--- src/rtl/id_ex_stage.sv ---
// ID/EX pipeline stage: register-file addressing, WB bypass, load-use stall,
// branch flush and a saturating stall counter.
module id_ex_stage #(
  parameter int unsigned DATA_W = 32,
  parameter int unsigned CNT_W  = 16
) (
  input  logic              clk,
  input  logic              rst_n,
  input  logic [31:0]       if_id_instr,
  input  logic [7:0]        ctl_in,
  input  logic [DATA_W-1:0] rf_data1,
  input  logic [DATA_W-1:0] rf_data2,
  input  logic              wb_reg_write,
  input  logic [4:0]        wb_w_reg,
  input  logic [DATA_W-1:0] wb_data,
  input  logic              flush,
  output logic [4:0]        rs_addr,
  output logic [4:0]        rt_addr,
  output logic              stall,
  output logic [7:0]        ex_ctl,
  output logic [DATA_W-1:0] ex_data1,
  output logic [DATA_W-1:0] ex_data2,
  output logic [31:0]       ex_imm,
  output logic [4:0]        ex_rs,
  output logic [4:0]        ex_rt,
  output logic [4:0]        ex_rd,
  output logic [CNT_W-1:0]  stall_count
);

  localparam int unsigned REG_W   = 5;
  localparam int unsigned IMM_W   = 16;
  localparam int unsigned MEM_RD  = 2;

  logic [REG_W-1:0]  rd;
  logic [31:0]       imm;
  logic [DATA_W-1:0] op1;
  logic [DATA_W-1:0] op2;
  logic              hazard;
  logic              unused_opcode;

  // Opcode is decoded upstream into ctl_in.
  assign unused_opcode = ^if_id_instr[31:26];

  assign rs_addr = if_id_instr[25:21];
  assign rt_addr = if_id_instr[20:16];
  assign rd      = if_id_instr[15:11];
  assign imm     = {{(32 - IMM_W){if_id_instr[IMM_W-1]}}, if_id_instr[IMM_W-1:0]};

  // Writeback bypass; $0 is hardwired and never forwarded.
  always_comb begin
    op1 = rf_data1;
    op2 = rf_data2;
    if (wb_reg_write && (wb_w_reg != '0) && (wb_w_reg == rs_addr)) op1 = wb_data;
    if (wb_reg_write && (wb_w_reg != '0) && (wb_w_reg == rt_addr)) op2 = wb_data;
  end

  // rt is compared even for I-type consumers; a spurious bubble is harmless.
  always_comb begin
    hazard = ex_ctl[MEM_RD] && (ex_rt != '0) && ((ex_rt == rs_addr) || (ex_rt == rt_addr));
    stall  = hazard && !flush && rst_n;
  end

  always_ff @(posedge clk) begin
    if (!rst_n || flush || stall) begin
      ex_ctl   <= '0;
      ex_data1 <= '0;
      ex_data2 <= '0;
      ex_imm   <= '0;
      ex_rs    <= '0;
      ex_rt    <= '0;
      ex_rd    <= '0;
    end else begin
      ex_ctl   <= ctl_in;
      ex_data1 <= op1;
      ex_data2 <= op2;
      ex_imm   <= imm;
      ex_rs    <= rs_addr;
      ex_rt    <= rt_addr;
      ex_rd    <= rd;
    end
  end

  always_ff @(posedge clk) begin
    if (!rst_n) begin
      stall_count <= '0;
    end else if (stall && (stall_count != {CNT_W{1'b1}})) begin
      stall_count <= stall_count + CNT_W'(1);
    end
  end

endmodule

--- config.mk ---
export PLATFORM = sky130hd
export DESIGN_NAME = id_ex_stage
export DESIGN_NICKNAME = d
export VERILOG_FILES = /design/src/rtl/id_ex_stage.sv
export SDC_FILE = /design/constraint.sdc
export NUM_CORES = 1
export LEC_CHECK = 0
export CORE_ASPECT_RATIO = 1.4
export CORE_UTILIZATION = 33
export CTS_CLUSTER_SIZE = 28
export DETAILED_ROUTE_END_ITERATION = 10
export MAX_ROUTING_LAYER = met4
export PLACE_DENSITY_LB_ADDON = 0.15
export SLEW_MARGIN = 20
export SYNTH_ARGS = -nofsm -noshare
export SYNTH_HDL_FRONTEND = slang
export SYNTH_SLANG_ARGS = --single-unit
--- constraint.sdc ---
create_clock -name clk -period 1.7 [get_ports clk]
set_input_delay 0.34 -clock clk [delete_from_list [all_inputs] [get_ports clk]]
set_output_delay 0.34 -clock clk [all_outputs]
set_load 0.01 [all_outputs]
* After elaboration in Yosys (flattened, before gate mapping)
Cells that the tools add are included.
** Storage, ports and cells
- Bits in latches :: 0
- Memories :: 0
- Input bits :: 145
- Register bits :: 119
- Output and inout bits :: 146
- Bits in read-only memories :: 0
- Memory bits (writable) :: 0
** Cells by class
- Add/sub/neg operators :: 1
- $mul :: 0
- Shift operators :: 0
- Reductions and logical operators :: 15
- Equality and inequality tests :: 5
- Div/mod/pow operators :: 0
- $lt $le $gt $ge :: 0
- Bitwise logic cells :: 0
- Multiplexer cells :: 2
** Operators by type and width (count)
- 2-to-1 mux 32 bit :: 2
- equality test 5 bit :: 4
- adder 16 x 1 -> 16 bit, second input constant :: 1
- != test 16 bit, second input constant :: 1
- nonzero test 5 bit :: 2
- logical AND 1 bit :: 8
- logical OR 1 bit :: 3
- logical NOT 1 bit :: 2

* Longest topological paths before layout
Gate-level depths: netlist of the first run.
- Word-level depth :: 6
- Gate-level depth with buffers :: 8

* Worst setup path after synthesis of the first run
OpenSTA, ideal clock, no wires.
- Path type :: register -> register
- Start point :: register stall_count[0]
- End point :: register stall_count[2]
- Stages on the path, launching flop included :: 7
- Setup time :: 0.130 ns
- Arrival :: 1.689 ns
- Data required time :: 1.570 ns
- Slack :: -0.119 ns
- Clock period less this slack :: 1.819 ns
- Cells stage by stage :: dfxtp_1 > ha_1 > nand3_2 > or4_4 > and2_4 > and3_1 > mux2i_1
** On the way
- Word-level cells in the longest chain between the ends :: 2
** RTL lines
- start, declared :: RTL line 27 : output logic [CNT_W-1:0] stall_count
- start signal, assigned :: RTL line 87 : stall_count <= stall_count + CNT_W'(1);
- parallel branches: the longest is 2 deep, another holds adder 16 x 1 -> 16 bit
Parallel ways; which one is timed is not known.
A chain may end at the register's enable or synchronous reset.

* Worst setup path after layout of the first run
- Start point :: register ex_rt[2]
- End point :: register stall_count[13]
** On the way
- Word-level cells in the longest chain between the ends :: 6
** RTL lines
- start, declared :: RTL line 25 : output logic [4:0] ex_rt,
- start signal, assigned :: RTL line 78 : ex_rt <= rt_addr;
- equality test 5 bit or nonzero test 5 bit (tied branches) :: RTL line 59 : hazard = ex_ctl[MEM_RD] && (ex_rt != '0) && ((ex_rt == rs_addr) || (ex_rt == rt_addr));
- logical OR 1 bit or logical AND 1 bit (tied branches) :: RTL line 59
- logical AND 1 bit (*) :: RTL line 59
- logical AND 1 bit (*) (2 in series) :: RTL line 60 : stall = hazard && !flush && rst_n;
- logical AND 1 bit (*) :: RTL line 86 : end else if (stall && (stall_count != {CNT_W{1'b1}})) begin
Every way passes the cells marked *; elsewhere a longest branch is shown, timed or not.

==> impl_metrics.prom, run 1 <==
# TYPE chip_impl_metric gauge
chip_impl_info{name="yosysTopAreaCell",value="dfxtp_1"} 1
chip_impl_metric{name="drt_wl_total",unit="mm"} 18.5
chip_impl_metric{name="placementRows",unit=""} 50
chip_impl_metric{name="boundaryPins",unit=""} 291
chip_impl_metric{name="grt_pass1_vias",unit=""} 4878
chip_impl_metric{name="synth-simple-area-share",unit=""} 0.157
chip_impl_metric{name="power_density",unit="nW/um^2"} 781
chip_impl_metric{name="grt_pass1_wl",unit="mm"} 25.4
chip_impl_metric{name="place.gp.congestion",unit=""} 0.797
chip_impl_metric{name="yosysTopAreaCellShare",unit=""} 0.493
chip_impl_info{name="outcome",value="finished, violations left"} 1
chip_impl_metric{name="final_worst_path_setup_slack",unit="ns"} -0.233
chip_impl_metric{name="post_synthesis_mux_area_share",unit=""} 0.143
chip_impl_info{name="crit_chain",value="xnor2_2 > nand3_2 > buf_4 > o22a_4 > clkbuf_16 > or4_1 > a21oi_1"} 1
chip_impl_metric{name="timing.critical_path.arrival",unit="ns"} 2.26
chip_impl_info{name="critical_path.top_delay_family",value="simple AND/OR/NAND/NOR gates"} 1
chip_impl_metric{name="fin_worst_hold_slack",unit="ns"} 0.440
chip_impl_metric{name="htreeDepth",unit=""} 4
chip_impl_metric{name="synth_fp_nets",unit=""} 624
chip_impl_metric{name="vdd_ir_drop_max",unit="mV"} 0.521
chip_impl_metric{name="final-setup-viol-count",unit=""} 86
chip_impl_info{name="synth_top_family_by_area",value="simple AND/OR/NAND/NOR gates"} 1
chip_impl_metric{name="die_wd",unit="microns"} 102
chip_impl_info{name="yosys_most_used_dff",value="dfxtp_1"} 1
chip_impl_metric{name="finish.net_count",unit=""} 969
chip_impl_metric{name="count_of_cell_types_in_the_netlist",unit=""} 45
chip_impl_info{name="timing.critical_path.from_type",value="register"} 1
chip_impl_metric{name="slew_violations",unit=""} 0
chip_impl_metric{name="route.detailed.wl_per_inst",unit="microns"} 18.2
chip_impl_metric{name="reg_to_reg_slack_setup",unit="ns"} -0.23
chip_impl_metric{name="syn2layout_area_growth",unit="%"} 104
chip_impl_metric{name="slew-limit-headroom",unit=""} 0.813
chip_impl_metric{name="dr.pass1.iters",unit=""} 4
chip_impl_metric{name="postSynthAreaPerCell",unit="sq um"} 9.68
chip_impl_info{name="setup.worst_path.class",value="reg2reg"} 1
chip_impl_metric{name="via_count",unit=""} 4781
chip_impl_metric{name="num-fill-cells",unit=""} 1067
chip_impl_metric{name="core-area",unit="sq um"} 13500
chip_impl_metric{name="ys_seq_elements",unit=""} 114
chip_impl_metric{name="critical_path.n_buffers_inverters",unit=""} 2
chip_impl_metric{name="dieHeight",unit="microns"} 142
chip_impl_metric{name="fin_worst_skew",unit="ns"} 0.0112
chip_impl_info{name="cts_root_buffer",value="clkbuf_16"} 1
chip_impl_metric{name="hpwlAfterDp",unit="mm"} 11.7
chip_impl_metric{name="post-route-period-util",unit=""} 1.14
chip_impl_metric{name="cts_hold_repair.buffers",unit=""} 0
chip_impl_metric{name="synthAdderAreaFrac",unit=""} 0.00270
chip_impl_metric{name="synth-compound-area-share",unit=""} 0.0500
chip_impl_metric{name="track_usage",unit=""} 0.249
chip_impl_metric{name="ys_seq_area_frac",unit=""} 0.493
chip_impl_info{name="synth_top_cells_by_area",value="dfxtp_1, mux2i_1, nor2_1"} 1
chip_impl_metric{name="pre_cts_ws",unit="ns"} -0.693
chip_impl_metric{name="share_of_layout_cells_above_drive_strength_1",unit=""} 0.241
chip_impl_metric{name="die_area",unit="sq um"} 14500
chip_impl_metric{name="number_of_instances_in_the_synthesized_netlist",unit=""} 478
chip_impl_metric{name="static-leakage-power",unit="nW"} 3.92
chip_impl_metric{name="via_per_inst",unit=""} 4.70
chip_impl_metric{name="synth-warning-count",unit=""} 0
chip_impl_metric{name="port_buffers",unit=""} 284
chip_impl_metric{name="layout_min_cycle_time",unit="ns"} 1.93
chip_impl_metric{name="synth_cell_area",unit="sq um"} 4630
chip_impl_metric{name="cts_made_buffers",unit=""} 17
chip_impl_metric{name="final_antenna_net_count",unit=""} 0
chip_impl_metric{name="detailedRoute.firstIterationViolations",unit=""} 95
chip_impl_info{name="tritoncts",value="yes"} 1
chip_impl_metric{name="synth_xor_area_frac",unit=""} 0.0379
chip_impl_metric{name="timing.critical_path.fanout_max",unit=""} 5
chip_impl_metric{name="critical_path_required",unit="ns"} 2.03
chip_impl_info{name="end_kind",value="register"} 1
chip_impl_info{name="slowest_stage",value="or4_1"} 1
chip_impl_metric{name="max_freq",unit="MHz"} 517
chip_impl_info{name="hold_path_class",value="in2reg"} 1
chip_impl_metric{name="synth_async_sr_flop_share",unit=""} 0
chip_impl_metric{name="globalRouteOverflowTotal",unit=""} 0
chip_impl_metric{name="maximum_number_of_pins_on_one_net_before_global_route_repair",unit=""} 29
chip_impl_metric{name="tightestPinTransition",unit="ns"} 0.272
chip_impl_metric{name="cts_sinks",unit=""} 114
chip_impl_metric{name="clockBufferDepth",unit=""} 2
chip_impl_metric{name="clkTransAtPathRegs",unit="ns"} 0.05
chip_impl_metric{name="number_of_enable_type_register_cells_in_the_synthesized_netlist",unit=""} 0
chip_impl_info{name="failed_checks",value="setup timing"} 1
chip_impl_metric{name="drcViolationCount",unit=""} 0
chip_impl_metric{name="hold_viol",unit=""} 0
chip_impl_metric{name="slowest_delay",unit="ns"} 0.50
chip_impl_metric{name="clk_latency",unit="ns"} 0.41
chip_impl_metric{name="antenna_found_initial",unit=""} 1
chip_impl_metric{name="drv.max_cap_violation_count",unit=""} 0
chip_impl_info{name="unrepaired_setup_endpoints_after_global_routing",value="yes"} 1
chip_impl_metric{name="starting_density_of_the_core",unit=""} 0.342
==> layout make-up <==
class | count | area, sq um | share of cell area
Timing Repair Buffer | 378 | 4000 | 0.425
Multi-Input combinational cell | 275 | 2190 | 0.232
Tap cell | 182 | 228 | 0.0242
Clock inverter | 9 | 83.8 | 0.00890
Clock buffer | 21 | 470 | 0.0499
Sequential cell | 114 | 2300 | 0.245
Inverter | 37 | 139 | 0.0147
Antenna cell | 1 | 2.50 | 0.000266
==> report_power, final <==
| group | switching, mW | leakage (nW) | total [mW] | internal [mW] |
|---|---|---|---|---|
| logic | 0.467 | 2.72 | 1.22 | 0.756 |
| clock network | 1.24 | 0.263 | 3.34 | 2.10 |
| registers | 0.0336 | 0.940 | 2.80 | 2.77 |
==> sequential cells by signal, indices dropped and copies added (netlist names) <==
name         flops
ex_ctl           8
ex_data1        32
ex_data2        32
ex_imm          16
ex_rs            5
ex_rt            5
stall_count     16
==> through the flow <==
step / area (sq um) / instances / total power [mW] / utilization / TNS (ns)
after floorplan: 4640 / 478 / 3.21 / - / -0.00820
after global placement: 7840 / 950 / 3.88 / 0.580 / -61.01
after detailed placement: 7840 / 950 / 3.90 / 0.580 / -64.72
after CTS: 8920 / 1001 / 7.32 / 0.660 / -6.38
after global routing: 9420 / 1017 / 7.62 / 0.697 / -13.56
final: 9420 / 1017 / 7.36 / 0.697 / -5.09
==> synth_stat cells (all sizes together) (8+ instances only) <==
cell	instances
mux2i	66
clkbuf	8
or4	9
nand3	11
inv	37
dfxtp	114
buf	46
nor2	102
nand2	10
a21oi	10
xnor2	16
o31ai	9
==> layout by cell type, fill, tap and decap left out, types with 3 or more instances in the layout <==
master           count
xnor2_1              6
nand3_2              3
buf_16               7
nor4_4               3
mux2i_1             62
or4_4                7
buf_4               57
nor2_1              96
o31ai_1              7
dfxtp_1            104
dlygate4sd2_1       51
clkdlybuf4s50_1    223
clkbuf_8             3
nor2_2               4
a21oi_1              3
clkinvlp_4           4
buf_12              10
buf_6               11
dfxtp_4              4
xor2_1               4
dfxtp_2              6
bufbuf_16            5
nand2_1              7
xnor2_2             10
inv_1               37
clkbuf_16           21
nand3_1              6
nand4_1              7
a21oi_2              7
clkinv_2             3
dlymetal6s2s_1       5
mux2i_2              3
==> what timing repair did <==
action                                 CTS  global route
pin swaps                               23            24
gates resized for setup                 98            65
setup endpoints to repair              163           117
buffers inserted                        11             9
gates cloned                            13             7
endpoints found under the hold margin    0             0
==> layer usage <==
metal  vias up  track usage  part of all wire
met5         -            -                 0
met4         0        0.114             0.027
met3        36       0.0693             0.071
met2       235        0.440              0.54
met1      2247        0.249              0.36
li1       2263            -                 -
==> worst paths after layout <==
| kind | startpoint | end | depth (start not counted) |
|---|---|---|---|
| worst max-delay path | ex_rt[2] | stall_count[13] | 7 |
| worst min-delay path | if_id_instr[24] | ex_rs[3] | 4 |
| worst max register to register | ex_rt[2] | stall_count[13] | 7 |
| worst min register to register | stall_count[3] | stall_count[3] | 2 |
==> worst register-to-register path, cell delays in order, from the launching register on <==
cell	delay, ns
dfxtp_2	0.35
xnor2_2	0.19
nand3_2	0.12
buf_4	0.16
o22a_4	0.24
clkbuf_16	0.16
or4_1	0.50
a21oi_1	0.15
==> logic make-up after synthesis <==
kind of cell             count (synthesis)
buffers and inverters                   91
multiplexers                            66
flip-flops                             114
AO/OA/AOI/OAI                           33
AND/OR/NAND/NOR                        153
XOR/XNOR                                20
adder cells (fa/ha/maj)                  1
Power figures use the tool's default switching activity.
==> run 2, diff against run 1 <==
--- a/config.mk
+++ b/config.mk
@@ -6,6 +6,7 @@
 export NUM_CORES = 1
 export LEC_CHECK = 0
 export CORE_ASPECT_RATIO = 1.4
+export CORE_MARGIN = 2
 export CORE_UTILIZATION = 33
 export CTS_CLUSTER_SIZE = 28
 export DETAILED_ROUTE_END_ITERATION = 10
==> impl_metrics.prom, run 2 (synthesized netlist as in run 1, its figures left out) <==
# TYPE chip_impl_metric gauge
chip_impl_info{name="outcome",value="finished, violations left"} 1
chip_impl_info{name="failed_checks",value="setup timing"} 1
chip_impl_metric{name="place.gp.congestion",unit=""} 0.806
chip_impl_metric{name="via_count",unit=""} 4857
chip_impl_metric{name="port_buffers",unit=""} 284
chip_impl_metric{name="cts_made_buffers",unit=""} 17
chip_impl_metric{name="fin_worst_hold_slack",unit="ns"} 0.289
chip_impl_metric{name="cts_sinks",unit=""} 114
chip_impl_info{name="slowest_stage",value="or4_4"} 1
chip_impl_metric{name="placementRows",unit=""} 51
chip_impl_metric{name="static-leakage-power",unit="nW"} 4.11
chip_impl_metric{name="numPlacedInstances",unit=""} 950
chip_impl_metric{name="reg_to_reg_slack_setup",unit="ns"} -0.28
chip_impl_info{name="end_kind",value="register"} 1
chip_impl_metric{name="die_area",unit="sq um"} 15000
chip_impl_info{name="crit_chain",value="xnor2_2 > nand3_2 > buf_6 > o22a_4 > buf_12 > or4_4 > a21oi_2"} 1
chip_impl_metric{name="multiInputGateArea",unit="sq um"} 3070
chip_impl_metric{name="clkTransAtPathRegs",unit="ns"} 0.06
chip_impl_metric{name="finish.net_count",unit=""} 980
chip_impl_metric{name="clk_latency",unit="ns"} 0.40
chip_impl_info{name="tritoncts",value="yes"} 1
chip_impl_metric{name="power_density",unit="nW/um^2"} 750
chip_impl_metric{name="dr.pass1.iters",unit=""} 4
chip_impl_metric{name="timing.critical_path.arrival",unit="ns"} 2.31
chip_impl_metric{name="final-setup-viol-count",unit=""} 104
chip_impl_metric{name="track_usage",unit=""} 0.240
chip_impl_metric{name="fin_worst_skew",unit="ns"} 0.00613
chip_impl_info{name="leading_cell_types_in_the_layout_fill_and_taps_excluded",value="clkdlybuf4s50_1, dfxtp_1, nor2_4"} 1
chip_impl_metric{name="antenna_found_initial",unit=""} 1
chip_impl_info{name="timing.critical_path.from_type",value="register"} 1
chip_impl_metric{name="max_freq",unit="MHz"} 505
chip_impl_metric{name="detailedRoute.firstIterationViolations",unit=""} 81
chip_impl_info{name="cts_root_buffer",value="clkbuf_16"} 1
chip_impl_metric{name="grt_pass1_vias",unit=""} 5000
chip_impl_info{name="crit_path_end",value="stall_count[13]"} 1
chip_impl_metric{name="slew-limit-headroom",unit=""} 0.755
chip_impl_metric{name="critical_path_required",unit="ns"} 2.04
chip_impl_metric{name="crit_cells",unit=""} 7
chip_impl_metric{name="layout.cell_area.non_filler",unit="sq um"} 10400
chip_impl_metric{name="tightestPinTransition",unit="ns"} 0.365
chip_impl_metric{name="layout_min_cycle_time",unit="ns"} 1.98
chip_impl_metric{name="dpl-instance-area",unit="sq um"} 7810
chip_impl_metric{name="core-area",unit="sq um"} 13800
chip_impl_metric{name="final-instance-count-excl-fill",unit=""} 1034
chip_impl_metric{name="share_of_layout_cells_above_drive_strength_1",unit=""} 0.399
chip_impl_metric{name="globalRouteOverflowTotal",unit=""} 0
chip_impl_metric{name="vdd_ir_drop_max",unit="mV"} 0.545
chip_impl_info{name="critical_path.top_delay_family",value="simple AND/OR/NAND/NOR gates"} 1
chip_impl_metric{name="drt_wl_total",unit="mm"} 20.5
chip_impl_metric{name="grt_pass1_wl",unit="mm"} 26.6
chip_impl_metric{name="starting_density_of_the_core",unit=""} 0.336
chip_impl_info{name="hold_path_class",value="in2reg"} 1
chip_impl_metric{name="drv.max_cap_violation_count",unit=""} 0
chip_impl_metric{name="timing.critical_path.fanout_max",unit=""} 6
chip_impl_metric{name="post-route-period-util",unit=""} 1.16
chip_impl_metric{name="die_wd",unit="microns"} 104
chip_impl_metric{name="route.detailed.wl_per_inst",unit="microns"} 19.9
chip_impl_metric{name="via_per_inst",unit=""} 4.70
chip_impl_metric{name="final-seq-area",unit="sq um"} 2310
chip_impl_metric{name="reg2reg_depth",unit=""} 7
chip_impl_metric{name="drcViolationCount",unit=""} 0
chip_impl_info{name="mostFrequentLayoutCell",value="clkdlybuf4s50_1"} 1
chip_impl_metric{name="clockBufferDepth",unit=""} 2
chip_impl_metric{name="final_worst_path_setup_slack",unit="ns"} -0.278
chip_impl_metric{name="boundaryPins",unit=""} 291
chip_impl_info{name="cp-startpoint",value="ex_rt[2]"} 1
chip_impl_metric{name="critical_path.n_buffers_inverters",unit=""} 2
chip_impl_metric{name="totalNegativeSetupSlack",unit="ns"} -9.80
chip_impl_metric{name="cts_hold_repair.buffers",unit=""} 0
chip_impl_metric{name="slowest_delay",unit="ns"} 0.53
chip_impl_metric{name="dieHeight",unit="microns"} 144
chip_impl_metric{name="slew_violations",unit=""} 0
chip_impl_info{name="r2r-end",value="stall_count[13]"} 1
chip_impl_metric{name="htreeDepth",unit=""} 4
chip_impl_metric{name="syn2layout_area_growth",unit="%"} 126
chip_impl_metric{name="num-fill-cells",unit=""} 933
chip_impl_metric{name="final_antenna_net_count",unit=""} 0
chip_impl_info{name="setup.worst_path.class",value="reg2reg"} 1
chip_impl_info{name="unrepaired_setup_endpoints_after_global_routing",value="yes"} 1
chip_impl_info{name="reg.largest.list",value="ex_data1 (32), ex_data2 (32)"} 1
chip_impl_metric{name="maximum_number_of_pins_on_one_net_before_global_route_repair",unit=""} 27
chip_impl_info{name="regToRegStartpoint",value="ex_rt[2]"} 1
chip_impl_metric{name="hpwlAfterDp",unit="mm"} 11.6
chip_impl_metric{name="hold_viol",unit=""} 0
==> run 2: cell count changes in the layout (fill, tap and decap cells not counted), moves of 8 or more <==
cell / before / now
mux2i_1: 62 / 33
nor2_2: 4 / 15
dlygate4sd2_1: 51 / 43
nor2_1: 96 / 17
mux2i_4: 1 / 21
nor2_4: 2 / 70
mux2i_2: 3 / 12
buf_6: 11 / 26
==> run 2: stage by stage <==
stage	setup WS (ns)	util	total power [mW]
CTS	-0.178	0.676	7.58
global placement	-0.758	0.566	3.87
global route	-0.353	0.758	8.09
finish	-0.278	0.758	7.84
detailed placement	-0.773	0.566	3.88
floorplan	-0.00820	-	3.21
==> run 2: tightest hold or removal path, stage by stage <==
cell	delay [ns]
buf_6	0.10
buf_6	0.12
inv_1	0.05
nor2_1	0.03
==> run 2: routing by layer <==
layer	track usage	vias up	wire [microns]
met5	-	-	0
met1	0.244	2298	7130
met3	0.0703	47	1430
met2	0.429	234	11300
li1	-	2278	-
met4	0.109	0	689
==> run 2: timing repair <==
| item | in CTS | in global routing |
|---|---|---|
| gates resized for setup | 188 | 242 |
| buffers inserted | 22 | 12 |
| cloned | 15 | 7 |
| pin swaps | 72 | 48 |
| setup endpoints to repair | 163 | 115 |
==> run 2: cell type report <==
type                    count  share of cell area
clock inverters            15              0.0153
diodes                      2            0.000479
clock buffers              17              0.0407
multi-input cells         274               0.294
flip-flops and latches    114               0.221
well taps                 185              0.0222
repair buffers            390               0.393
inverters                  37              0.0133
==> run 2: worst min path at each step <==
stage / startpoint / to / slack (ns) / depth (start not counted)
after floorplan: if_id_instr[16] / ex_rt[0] / 0.44 / 2
after global placement: stall_count[2] / stall_count[2] / 0.49 / 1
after detailed placement: stall_count[2] / stall_count[2] / 0.50 / 1
after CTS: if_id_instr[25] / ex_rs[4] / 0.31 / 4
after global routing: if_id_instr[21] / ex_rs[0] / 0.28 / 4
final: if_id_instr[21] / ex_rs[0] / 0.29 / 4
==> run 2: power breakdown <==
group | internal [mW] | switching [mW] | total [mW]
logic | 0.873 | 0.641 | 1.51
registers | 2.76 | 0.0367 | 2.80
clock network | 2.17 | 1.35 | 3.52
==> run 3, diff against run 2 <==
--- a/config.mk
+++ b/config.mk
@@ -12,6 +12,7 @@
 export DETAILED_ROUTE_END_ITERATION = 10
 export MAX_ROUTING_LAYER = met4
 export PLACE_DENSITY_LB_ADDON = 0.15
+export REMOVE_ABC_BUFFERS = 1
 export SLEW_MARGIN = 20
 export SYNTH_ARGS = -nofsm -noshare
 export SYNTH_HDL_FRONTEND = slang
==> impl_metrics.prom, run 3 (synthesized netlist as in run 1, its figures left out) <==
# TYPE chip_impl_metric gauge
chip_impl_metric{name="detailedRoute.firstIterationViolations",unit=""} 162
chip_impl_metric{name="final-setup-viol-count",unit=""} 75
chip_impl_metric{name="routedLengthMet1",unit="mm"} 6.26
chip_impl_metric{name="post-route-period-util",unit=""} 1.12
chip_impl_metric{name="die_area",unit="sq um"} 15000
chip_impl_metric{name="share_of_layout_cells_above_drive_strength_1",unit=""} 0.335
chip_impl_metric{name="dpl-instance-area",unit="sq um"} 7930
chip_impl_metric{name="drt_wl_total",unit="mm"} 18.9
chip_impl_info{name="tritoncts",value="yes"} 1
chip_impl_metric{name="timing.critical_path.arrival",unit="ns"} 2.24
chip_impl_metric{name="place.gp.congestion",unit=""} 0.900
chip_impl_metric{name="hpwlAfterDp",unit="mm"} 12.4
chip_impl_info{name="route.top_layer_used",value="met4"} 1
chip_impl_metric{name="timing.critical_path.fanout_max",unit=""} 11
chip_impl_metric{name="hold_viol",unit=""} 0
chip_impl_metric{name="met2RoutedLength",unit="mm"} 10.8
chip_impl_metric{name="clockBufferDepth",unit=""} 2
chip_impl_metric{name="fin_worst_skew",unit="ns"} 0.0153
chip_impl_info{name="cp-startpoint",value="ex_rt[0]"} 1
chip_impl_metric{name="globalRouteOverflowTotal",unit=""} 0
chip_impl_metric{name="cts_sinks",unit=""} 114
chip_impl_metric{name="track_usage",unit=""} 0.222
chip_impl_metric{name="clkTransAtPathRegs",unit="ns"} 0.05
chip_impl_info{name="hold_path_class",value="in2reg"} 1
chip_impl_metric{name="drcViolationCount",unit=""} 0
chip_impl_metric{name="grt_pass1_vias",unit=""} 4766
chip_impl_metric{name="finish.net_count",unit=""} 979
chip_impl_metric{name="via_count",unit=""} 4794
chip_impl_metric{name="reg2reg_depth",unit=""} 7
chip_impl_info{name="r2r-end",value="stall_count[4]"} 1
chip_impl_info{name="timing.critical_path.from_type",value="register"} 1
chip_impl_metric{name="cts_hold_repair.buffers",unit=""} 0
chip_impl_info{name="regToRegStartpoint",value="ex_rt[0]"} 1
chip_impl_metric{name="static-leakage-power",unit="nW"} 3.95
chip_impl_metric{name="antenna_found_initial",unit=""} 0
chip_impl_metric{name="port_buffers",unit=""} 284
chip_impl_info{name="end_kind",value="register"} 1
chip_impl_metric{name="placementRows",unit=""} 51
chip_impl_info{name="failed_checks",value="setup timing"} 1
chip_impl_metric{name="clk_latency",unit="ns"} 0.41
chip_impl_metric{name="final_worst_path_setup_slack",unit="ns"} -0.211
chip_impl_metric{name="dieHeight",unit="microns"} 144
chip_impl_metric{name="vdd_ir_drop_max",unit="mV"} 0.661
chip_impl_metric{name="tightestPinTransition",unit="ns"} 0.363
chip_impl_metric{name="dr.pass1.iters",unit=""} 4
chip_impl_metric{name="post-layout-total-power",unit="mW"} 7.90
chip_impl_metric{name="detailroute.wirelength.met3",unit="mm"} 1.44
chip_impl_info{name="unrepaired_setup_endpoints_after_global_routing",value="yes"} 1
chip_impl_metric{name="slew_violations",unit=""} 0
chip_impl_metric{name="holdPathStages",unit=""} 4
chip_impl_metric{name="critical_path_required",unit="ns"} 2.03
chip_impl_metric{name="drv.max_cap_violation_count",unit=""} 0
chip_impl_metric{name="boundaryPins",unit=""} 291
chip_impl_info{name="worst_hold_startpoint",value="if_id_instr[17]"} 1
chip_impl_info{name="outcome",value="finished, violations left"} 1
chip_impl_metric{name="via_per_inst",unit=""} 4.65
chip_impl_metric{name="starting_density_of_the_core",unit=""} 0.336
chip_impl_metric{name="power_density",unit="nW/um^2"} 810
chip_impl_metric{name="layout.cell_area.non_filler",unit="sq um"} 9750
chip_impl_metric{name="htreeDepth",unit=""} 4
chip_impl_metric{name="reg_to_reg_slack_setup",unit="ns"} -0.21
chip_impl_info{name="min_to",value="ex_rt[1]"} 1
chip_impl_metric{name="layout_min_cycle_time",unit="ns"} 1.91
chip_impl_metric{name="maximum_number_of_pins_on_one_net_before_global_route_repair",unit=""} 24
chip_impl_info{name="mostFrequentLayoutCell",value="clkdlybuf4s50_1"} 1
chip_impl_metric{name="die_wd",unit="microns"} 104
chip_impl_info{name="reg.largest.list",value="ex_data1 (32), ex_data2 (32)"} 1
chip_impl_metric{name="max_freq",unit="MHz"} 523
chip_impl_metric{name="pre_cts_ws",unit="ns"} -0.726
chip_impl_metric{name="final_antenna_net_count",unit=""} 0
chip_impl_metric{name="antenna_cells",unit=""} 0
chip_impl_metric{name="numPlacedInstances",unit=""} 964
chip_impl_info{name="leading_cell_types_in_the_layout_fill_and_taps_excluded",value="clkdlybuf4s50_1, dfxtp_1, buf_4"} 1
chip_impl_metric{name="route.detailed.wl_per_inst",unit="microns"} 18.3
chip_impl_metric{name="slew-limit-headroom",unit=""} 0.756
chip_impl_metric{name="final-instance-count-excl-fill",unit=""} 1031
chip_impl_info{name="cts_root_buffer",value="clkbuf_16"} 1
chip_impl_metric{name="cts_made_buffers",unit=""} 17
chip_impl_info{name="setup.worst_path.class",value="reg2reg"} 1
chip_impl_metric{name="grt_pass1_wl",unit="mm"} 24.6
chip_impl_metric{name="core-area",unit="sq um"} 13800
chip_impl_metric{name="syn2layout_area_growth",unit="%"} 111
[run 3: cell types whose count changed in the layout (fill, tap and decap cells not counted), sizes merged, moves of 2 or more]
cell           delta
clkbuf            +5
inv               -2
buf              -10
dlygate4sd2       +2
clkdlybuf4s50     +2
clkinvlp          -2
bufinv            +2
diode             -2
[run 3: timing repair]
item	4_1_cts	5_1_grt
endpoints found under the setup margin	162	104
pin swaps	25	23
setup buffers	9	9
gates cloned	6	13
resized for setup	106	158
[run 3: final cells by class]
class	count	area, sq um
Sequential cell	114	2310
Timing Repair Buffer	387	4000
Fill cell	1051	4040
Clock buffer	19	443
Inverter	37	139
Multi-Input combinational cell	276	2440
Clock inverter	13	184
Tap cell	185	231
[run 3: critical path, cell delays in order (launching register included)]
cell and delay (ns):
dfxtp_4 0.39, xnor2_2 0.12, nand3_2 0.13, buf_6 0.14, o22a_4 0.24, buf_12 0.15
or4_1 0.53, a21oi_2 0.14
[run 3: report_power, final]
group / switching, mW / internal [mW] / total (mW)
sequential: 0.0352 / 2.77 / 2.80
clock: 1.30 / 2.49 / 3.79
combinational: 0.518 / 0.784 / 1.30
total: 1.85 / 6.04 / 7.90
[run 3: per-layer routing]
layer / GRT usage / up-vias
met5: - / -
met4: 0.0875 / 0
met3: 0.0798 / 34
met2: 0.427 / 218
met1: 0.198 / 2264
li1: - / 2278
[run 3: worst max-delay path by stage]
stage                     cells after the start              to  slack (ns)
final                                         7  stall_count[4]       -0.21
after global routing                          8  stall_count[4]       -0.29
after CTS                                     5           stall       -0.19
after detailed placement                      6           stall       -0.73
after global placement                        6           stall       -0.73
after floorplan                               5     ex_data1[0]       -1.04
[run 3: per-stage QoR]
step	TNS [ns]	hold slack (ns)	utilization
2_1_floorplan	-102.66	0.452	-
4_1_cts	-3.39	0.437	0.643
5_1_grt	-9.71	0.360	0.707
3_5_place_dp	-64.19	0.511	0.575
6_report	-4.04	0.359	0.707
3_3_place_gp	-62.03	0.485	0.575
